===== src/rtl/fifo_pkg.sv =====
// Shared constants and width helpers for the synchronous FIFO family.
// Status bit indices keep the previous 4-bit readback ordering {FULL, HALF, EMPTY, IDLE}.
package fifo_pkg;

    localparam int unsigned FIFO_DEFAULT_DEPTH = 8;
    localparam int unsigned FIFO_DEFAULT_WIDTH = 4;

    // Bit positions inside a packed 4-bit status word (MSB first: FULL, HALF, EMPTY, IDLE).
    localparam int unsigned FIFO_STAT_IDLE  = 0;
    localparam int unsigned FIFO_STAT_EMPTY = 1;
    localparam int unsigned FIFO_STAT_HALF  = 2;
    localparam int unsigned FIFO_STAT_FULL  = 3;
    localparam int unsigned FIFO_STAT_W     = 4;

    // Address width for a memory of the given depth (at least one bit).
    function automatic int unsigned fifo_ptr_w(input int unsigned depth);
        return (depth > 1) ? $clog2(depth) : 1;
    endfunction

    // Width needed to hold an occupancy value from 0 to depth inclusive.
    function automatic int unsigned fifo_cnt_w(input int unsigned depth);
        return $clog2(depth + 1);
    endfunction

endpackage


===== src/rtl/fifo_ram_sp.sv =====
// Simple dual-port storage for fifo_sync_param: one synchronous write port and
// one synchronous read port with an enabled, resettable output register.
module fifo_ram_sp
    import fifo_pkg::*;
#(
    parameter int unsigned DEPTH  = FIFO_DEFAULT_DEPTH,
    parameter int unsigned WIDTH  = FIFO_DEFAULT_WIDTH,
    parameter int unsigned ADDR_W = fifo_ptr_w(DEPTH)
) (
    input  logic              clk,
    input  logic              reset,
    input  logic              we,
    input  logic [ADDR_W-1:0] waddr,
    input  logic [WIDTH-1:0]  wdata,
    input  logic              re,
    input  logic [ADDR_W-1:0] raddr,
    output logic [WIDTH-1:0]  rdata
);

    logic [WIDTH-1:0] mem [DEPTH];
    logic [WIDTH-1:0] rdata_q;
    logic [WIDTH-1:0] rdata_d;

    // Storage write; contents are deliberately left untouched by reset.
    always_ff @(posedge clk) begin
        if (we) begin
            mem[waddr] <= wdata;
        end
    end

    // Output word changes only when a read is accepted, otherwise it holds.
    always_comb begin
        rdata_d = rdata_q;
        if (re) begin
            rdata_d = mem[raddr];
        end
    end

    // Registered read port with synchronous clear.
    always_ff @(posedge clk) begin
        if (reset) begin
            rdata_q <= '0;
        end else begin
            rdata_q <= rdata_d;
        end
    end

    assign rdata = rdata_q;

endmodule


===== src/rtl/fifo_sync_param.sv =====
// Parametrised single-clock FIFO: any depth 2..1024, registered read data with
// a valid strobe, and status flags that track the count in the same cycle.
// Optional sticky Overflow/Underflow flags with err_clr: define FIFO_ERR_FLAGS_EN.
module fifo_sync_param
    import fifo_pkg::*;
#(
    parameter int unsigned DEPTH     = FIFO_DEFAULT_DEPTH,
    parameter int unsigned WIDTH     = FIFO_DEFAULT_WIDTH,
    parameter int unsigned AF_THRESH = DEPTH - 2,
    parameter int unsigned AE_THRESH = 2
) (
    input  logic                         clk,
    input  logic                         reset,
    input  logic                         EN,
    input  logic                         WR,
    input  logic                         RD,
    input  logic [WIDTH-1:0]             Data_in,
    output logic [WIDTH-1:0]             Data_out,
    output logic                         rd_valid,
    output logic                         Full,
    output logic                         Empty,
    output logic                         Almost_full,
    output logic                         Almost_empty,
    output logic                         Half,
    output logic                         IDLE,
    output logic [fifo_cnt_w(DEPTH)-1:0] count
`ifdef FIFO_ERR_FLAGS_EN
    ,
    input  logic                         err_clr,
    output logic                         Overflow,
    output logic                         Underflow
`endif
);

    localparam int unsigned PTR_W = fifo_ptr_w(DEPTH);
    localparam int unsigned CNT_W = fifo_cnt_w(DEPTH);

    localparam logic [PTR_W-1:0] LAST_PTR = PTR_W'(DEPTH - 1);
    localparam logic [CNT_W-1:0] DEPTH_C  = CNT_W'(DEPTH);
    localparam logic [CNT_W-1:0] HALF_C   = CNT_W'(DEPTH / 2);
    localparam logic [CNT_W-1:0] AF_C     = CNT_W'(AF_THRESH);
    localparam logic [CNT_W-1:0] AE_C     = CNT_W'(AE_THRESH);

    if (DEPTH < 2 || DEPTH > 1024) begin : g_bad_depth
        $error("fifo_sync_param: DEPTH must be within 2..1024");
    end
    if (WIDTH < 1 || WIDTH > 64) begin : g_bad_width
        $error("fifo_sync_param: WIDTH must be within 1..64");
    end
    if (!(AE_THRESH >= 1 && AE_THRESH < AF_THRESH && AF_THRESH <= DEPTH)) begin : g_bad_thresh
        $error("fifo_sync_param: need 1 <= AE_THRESH < AF_THRESH <= DEPTH");
    end

    logic [PTR_W-1:0] wr_ptr_q, wr_ptr_d;
    logic [PTR_W-1:0] rd_ptr_q, rd_ptr_d;
    logic [CNT_W-1:0] count_q, count_d;
    logic             rd_valid_q, rd_valid_d;
    logic             full_q, full_d;
    logic             empty_q, empty_d;
    logic             afull_q, afull_d;
    logic             aempty_q, aempty_d;
    logic             half_q, half_d;
    logic             idle_q, idle_d;

    logic wr_acc;
    logic rd_acc;

    // Requests are qualified against the registered flags; blocked ones are dropped.
    always_comb begin
        wr_acc = EN & WR & ~full_q;
        rd_acc = EN & RD & ~empty_q;
    end

    // Next-state pointers, occupancy and flags. Flags are derived from the
    // next count so that they line up with count once registered.
    always_comb begin
        wr_ptr_d   = wr_ptr_q;
        rd_ptr_d   = rd_ptr_q;
        count_d    = count_q;
        idle_d     = idle_q;
        rd_valid_d = rd_acc;

        if (wr_acc) begin
            wr_ptr_d = (wr_ptr_q == LAST_PTR) ? '0 : wr_ptr_q + PTR_W'(1);
        end
        if (rd_acc) begin
            rd_ptr_d = (rd_ptr_q == LAST_PTR) ? '0 : rd_ptr_q + PTR_W'(1);
        end

        case ({wr_acc, rd_acc})
            2'b10:   count_d = count_q + CNT_W'(1);
            2'b01:   count_d = count_q - CNT_W'(1);
            default: count_d = count_q;
        endcase

        if (EN) begin
            idle_d = ~(WR | RD);
        end

        full_d   = (count_d == DEPTH_C);
        empty_d  = (count_d == '0);
        afull_d  = (count_d >= AF_C);
        aempty_d = (count_d <= AE_C);
        half_d   = (count_d >= HALF_C);
    end

    // Control state registers with synchronous reset taking priority over EN.
    always_ff @(posedge clk) begin
        if (reset) begin
            wr_ptr_q   <= '0;
            rd_ptr_q   <= '0;
            count_q    <= '0;
            rd_valid_q <= 1'b0;
            full_q     <= 1'b0;
            empty_q    <= 1'b1;
            afull_q    <= 1'b0;
            aempty_q   <= 1'b1;
            half_q     <= 1'b0;
            idle_q     <= 1'b1;
        end else begin
            wr_ptr_q   <= wr_ptr_d;
            rd_ptr_q   <= rd_ptr_d;
            count_q    <= count_d;
            rd_valid_q <= rd_valid_d;
            full_q     <= full_d;
            empty_q    <= empty_d;
            afull_q    <= afull_d;
            aempty_q   <= aempty_d;
            half_q     <= half_d;
            idle_q     <= idle_d;
        end
    end

    // The write is gated by reset so a request on the reset edge leaves memory alone.
    fifo_ram_sp #(
        .DEPTH  (DEPTH),
        .WIDTH  (WIDTH),
        .ADDR_W (PTR_W)
    ) u_ram (
        .clk   (clk),
        .reset (reset),
        .we    (wr_acc & ~reset),
        .waddr (wr_ptr_q),
        .wdata (Data_in),
        .re    (rd_acc),
        .raddr (rd_ptr_q),
        .rdata (Data_out)
    );

    assign rd_valid     = rd_valid_q;
    assign Full         = full_q;
    assign Empty        = empty_q;
    assign Almost_full  = afull_q;
    assign Almost_empty = aempty_q;
    assign Half         = half_q;
    assign IDLE         = idle_q;
    assign count        = count_q;

`ifdef FIFO_ERR_FLAGS_EN
    logic overflow_q, overflow_d;
    logic underflow_q, underflow_d;

    // Sticky error flags: a set in the same cycle as err_clr wins.
    always_comb begin
        overflow_d  = overflow_q;
        underflow_d = underflow_q;
        if (err_clr) begin
            overflow_d  = 1'b0;
            underflow_d = 1'b0;
        end
        if (EN & WR & full_q) begin
            overflow_d = 1'b1;
        end
        if (EN & RD & empty_q) begin
            underflow_d = 1'b1;
        end
    end

    // Error flag registers.
    always_ff @(posedge clk) begin
        if (reset) begin
            overflow_q  <= 1'b0;
            underflow_q <= 1'b0;
        end else begin
            overflow_q  <= overflow_d;
            underflow_q <= underflow_d;
        end
    end

    assign Overflow  = overflow_q;
    assign Underflow = underflow_q;
`endif

endmodule

===== config.mk =====
export PLATFORM = sky130hd
export DESIGN_NAME = fifo_sync_param
export DESIGN_NICKNAME = d
export VERILOG_FILES = /design/src/rtl/fifo_pkg.sv /design/src/rtl/fifo_ram_sp.sv /design/src/rtl/fifo_sync_param.sv
export SDC_FILE = /design/constraint.sdc
export NUM_CORES = 1
export LEC_CHECK = 0
export CAP_MARGIN = 25
export CORE_UTILIZATION = 30
export DETAILED_ROUTE_END_ITERATION = 16
export HOLD_SLACK_MARGIN = 0.12
export PLACE_DENSITY_LB_ADDON = 0.2
export SYNTH_ARGS = -nofsm -noshare
export SYNTH_HDL_FRONTEND = slang
export SYNTH_SLANG_ARGS = --single-unit

===== constraint.sdc =====
create_clock -name clk -period 4.1 [get_ports clk]
set_clock_uncertainty 0.15 [all_clocks]
set_input_delay 1.025 -clock clk [delete_from_list [all_inputs] [get_ports clk]]
set_output_delay 1.025 -clock clk [all_outputs]
set_load 0.005 [all_outputs]

==> flow_metrics.py <==
metrics = {
    "outcome": {
        "outcome": "complete, no violations",
    },
    "clocking": {
        "cts_made_buffers": 5,
        "cts.sinks": 53,
        "clockRootBuffer": "clkbuf_8",
        "post_cts_resized": 0,
        "clock_latency_ps": 310,
        "postCtsHoldBufs": 0,
        "cts_tree": "built",
        "cts_max_path_buffers": 2,
        "htree_levels": 2,
        "clk_pin_slew_ps": 100,
        "cts_setup_buffers": 0,
    },
    "detailed_routing": {
        "antenna_left": 0,
        "drtIter0Drc": 36,
        "drc": 0,
        "num_vias": 1343,
        "first_pass_iters": 4,
        "wl_per_cell_um": 14.6,
        "via_per_inst": 4.68,
        "wl_mm": 4.19,
    },
    "grt": {
        "antenna_found_initial": 0,
        "grt_pass1_wl_mm": 6.81,
        "grt_pass1_vias": 1363,
        "grt.overflow.total": 0,
        "grt_use_total_pct": 12.0,
        "grt_max_degree": 25,
    },
    "worst_hold_path": {
        "holdPathEnd": "u_ram.rdata[1]",
        "hold_depth": 2,
        "hold_start": "u_ram.rdata[1]",
        "min_path_type": "flop to flop",
    },
    "placement": {
        "gp_congestion": 0.779,
        "portBuffers": 23,
        "place_inst": 279,
        "dp_hpwl_mm": 3.04,
    },
    "synthesis": {
        "ys_seq_area_share_pct": 61.0,
        "synth-main-ff-cell": "edfxtp_1",
        "async_flop_share_pct": 0,
        "yosysWarnings": 0,
        "ys_seq_elements": 53,
        "syn_area_um2": 2260,
        "synth_edf_count": 32,
        "syn_inst": 162,
        "avgSynthCellArea_um2": 14.0,
        "syn_nets": 177,
        "synth.distinct_cells": 40,
    },
    "sta": {
        "max_slew_margin_pct": 53.2,
        "fin_hold_ws_ps": 357,
        "min_period_ps": 3420,
        "rsz0062_at_grt": "false",
        "fmax_ghz": 0.292,
        "maxSlewViolCount": 0,
        "tightestPinTransition_ps": 697,
        "setup_violations": 0,
        "final_hold_viol_count": 0,
        "period_share_pct": 83.4,
        "setup_tns_ps": 0,
    },
    "worst_setup_path": {
        "start_kind": "input port",
        "reg2reg_depth": 8,
        "timing.rr.start": "Full",
        "required_ps": 4160,
        "end_kind": "flop",
        "r2r_end": "Full",
        "cp_data_arrival_time_ps": 3480,
        "path_class": "input port to flop",
        "worstPathMaxFanout": 7,
        "reg2reg_slack_ps": 1500,
    },
    "layout": {
        "layout_commonest_cell": "edfxtp_1",
        "stdcell_count": 287,
        "final_cell_mix": "32 x edfxtp_1, 23 x clkdlybuf4s50_1, 21 x dfxtp_1",
        "drive_above_1_share_pct": 14.4,
        "n_antenna_cell": 0,
        "nets": 202,
        "n_fill_cell": 730,
        "syn_to_final_growth_pct": 18.9,
    },
    "die": {
        "coreArea_um2": 7290,
        "initial_utilization_pct": 31.1,
        "io_pins": 24,
        "std_cell_rows": 31,
        "die_area_um2": 7900,
        "die_h_um": 88.9,
        "die-width_um": 88.9,
    },
    "power": {
        "cellLeakagePower_nw": 0.902,
        "p_per_area_nw_per_um2": 371,
        "peakVddDrop_uv": 154,
        "totalPowerFinal_mw": 1.00,
    },
    "run": {
        "drv_cap": 0,
    },
}
[worst max path at each step]
stage          from           to  cells after the start
6_report         WR         Full                      9
5_1_grt          WR         Full                      9
4_1_cts          WR         Full                      9
3_5_place_dp     EN  Almost_full                     11
3_3_place_gp     WR         Full                      9
2_1_floorplan    EN  Almost_full                     11
[critical path, stage by stage]
cell	delay (ps)
clkdlybuf4s50_1	510
and2b_1	240
nand2_1	190
ha_1	470
nor2_1	260
o211a_1	240
a211oi_4	50
xor2_2	190
nor4bb_1	310
[power breakdown]
group	internal, mW	leakage, nW	total, mW	switching [mW]
logic	0.0510	0.392	0.0961	0.0451
registers	0.576	0.459	0.590	0.0135
clock network	0.128	0.0506	0.314	0.186
total	0.755	0.902	1.00	0.244
[synth_stat cells (all sizes together), types with 3 or more instances]
cell type	count	area, um^2
nand2	10	37.5
mux4	8	180
dfxtp	21	420
nand2b	6	40.0
buf	3	23.8
edfxtp	32	961
nor3	4	20.0
a21oi	7	35.0
a211oi	5	50.1
ha	6	75.1
o21ai	3	15.0
mux2i	6	60.1
nor2	19	71.3
clkbuf	4	15.0
inv	3	13.8
[final cells by class]
cell class                      count  area (um^2)  share of cell area, %
Clock inverter                      3         28.8                   1.07
Multi-Input combinational cell     99          831                   30.9
Timing Repair Buffer               25          245                   9.11
Inverter                            3         13.8                  0.511
Clock buffer                        5         68.8                   2.56
Sequential cell                    53         1380                   51.3
Tap cell                           99          124                   4.60
[state kept, by name (all words and copies together), names as in the netlist]
signal        cells
wr_ptr_q          3
IDLE              1
Empty             1
rd_valid          1
count             4
Full              1
rd_ptr_q          3
u_ram.rdata       4
Almost_full       1
Almost_empty      1
u_ram.mem        32
Half              1
[per-stage QoR]
stage / instance area [um^2] / util [%] / setup WS (ps)
2_1_floorplan: 2260 / - / 1070
5_1_grt: 2690 / 36.9 / 482
3_3_place_gp: 2590 / 35.6 / 389
3_5_place_dp: 2590 / 35.6 / 379
4_1_cts: 2690 / 36.9 / 680
6_report: 2690 / 36.9 / 681
[logic make-up (layout without fill, tap and decap cells)]
family / Yosys count / count (layout) / synth area share (%)
AO/OA/AOI/OAI: 23 / 23 / 8.51
buffers and inverters: 10 / 36 / 2.32
XOR/XNOR: 3 / 3 / 1.49
AND/OR/NAND/NOR: 53 / 53 / 12.8
flip-flops: 53 / 53 / 61.0
adder cells (fa/ha/maj): 6 / 6 / 3.31
multiplexers: 14 / 14 / 10.6
[routing by layer]
| metal | part of all wire, % | track usage (%) | wire, um |
|---|---|---|---|
| met5 | 0 | 0 | 0 |
| met4 | 1.3 | 3.81 | 54 |
| met3 | 4.2 | 3.17 | 174 |
| met2 | 50 | 20.8 | 2100 |
| met1 | 44 | 14.5 | 1860 |
No activity file was read; power rests on OpenSTA's default activity.
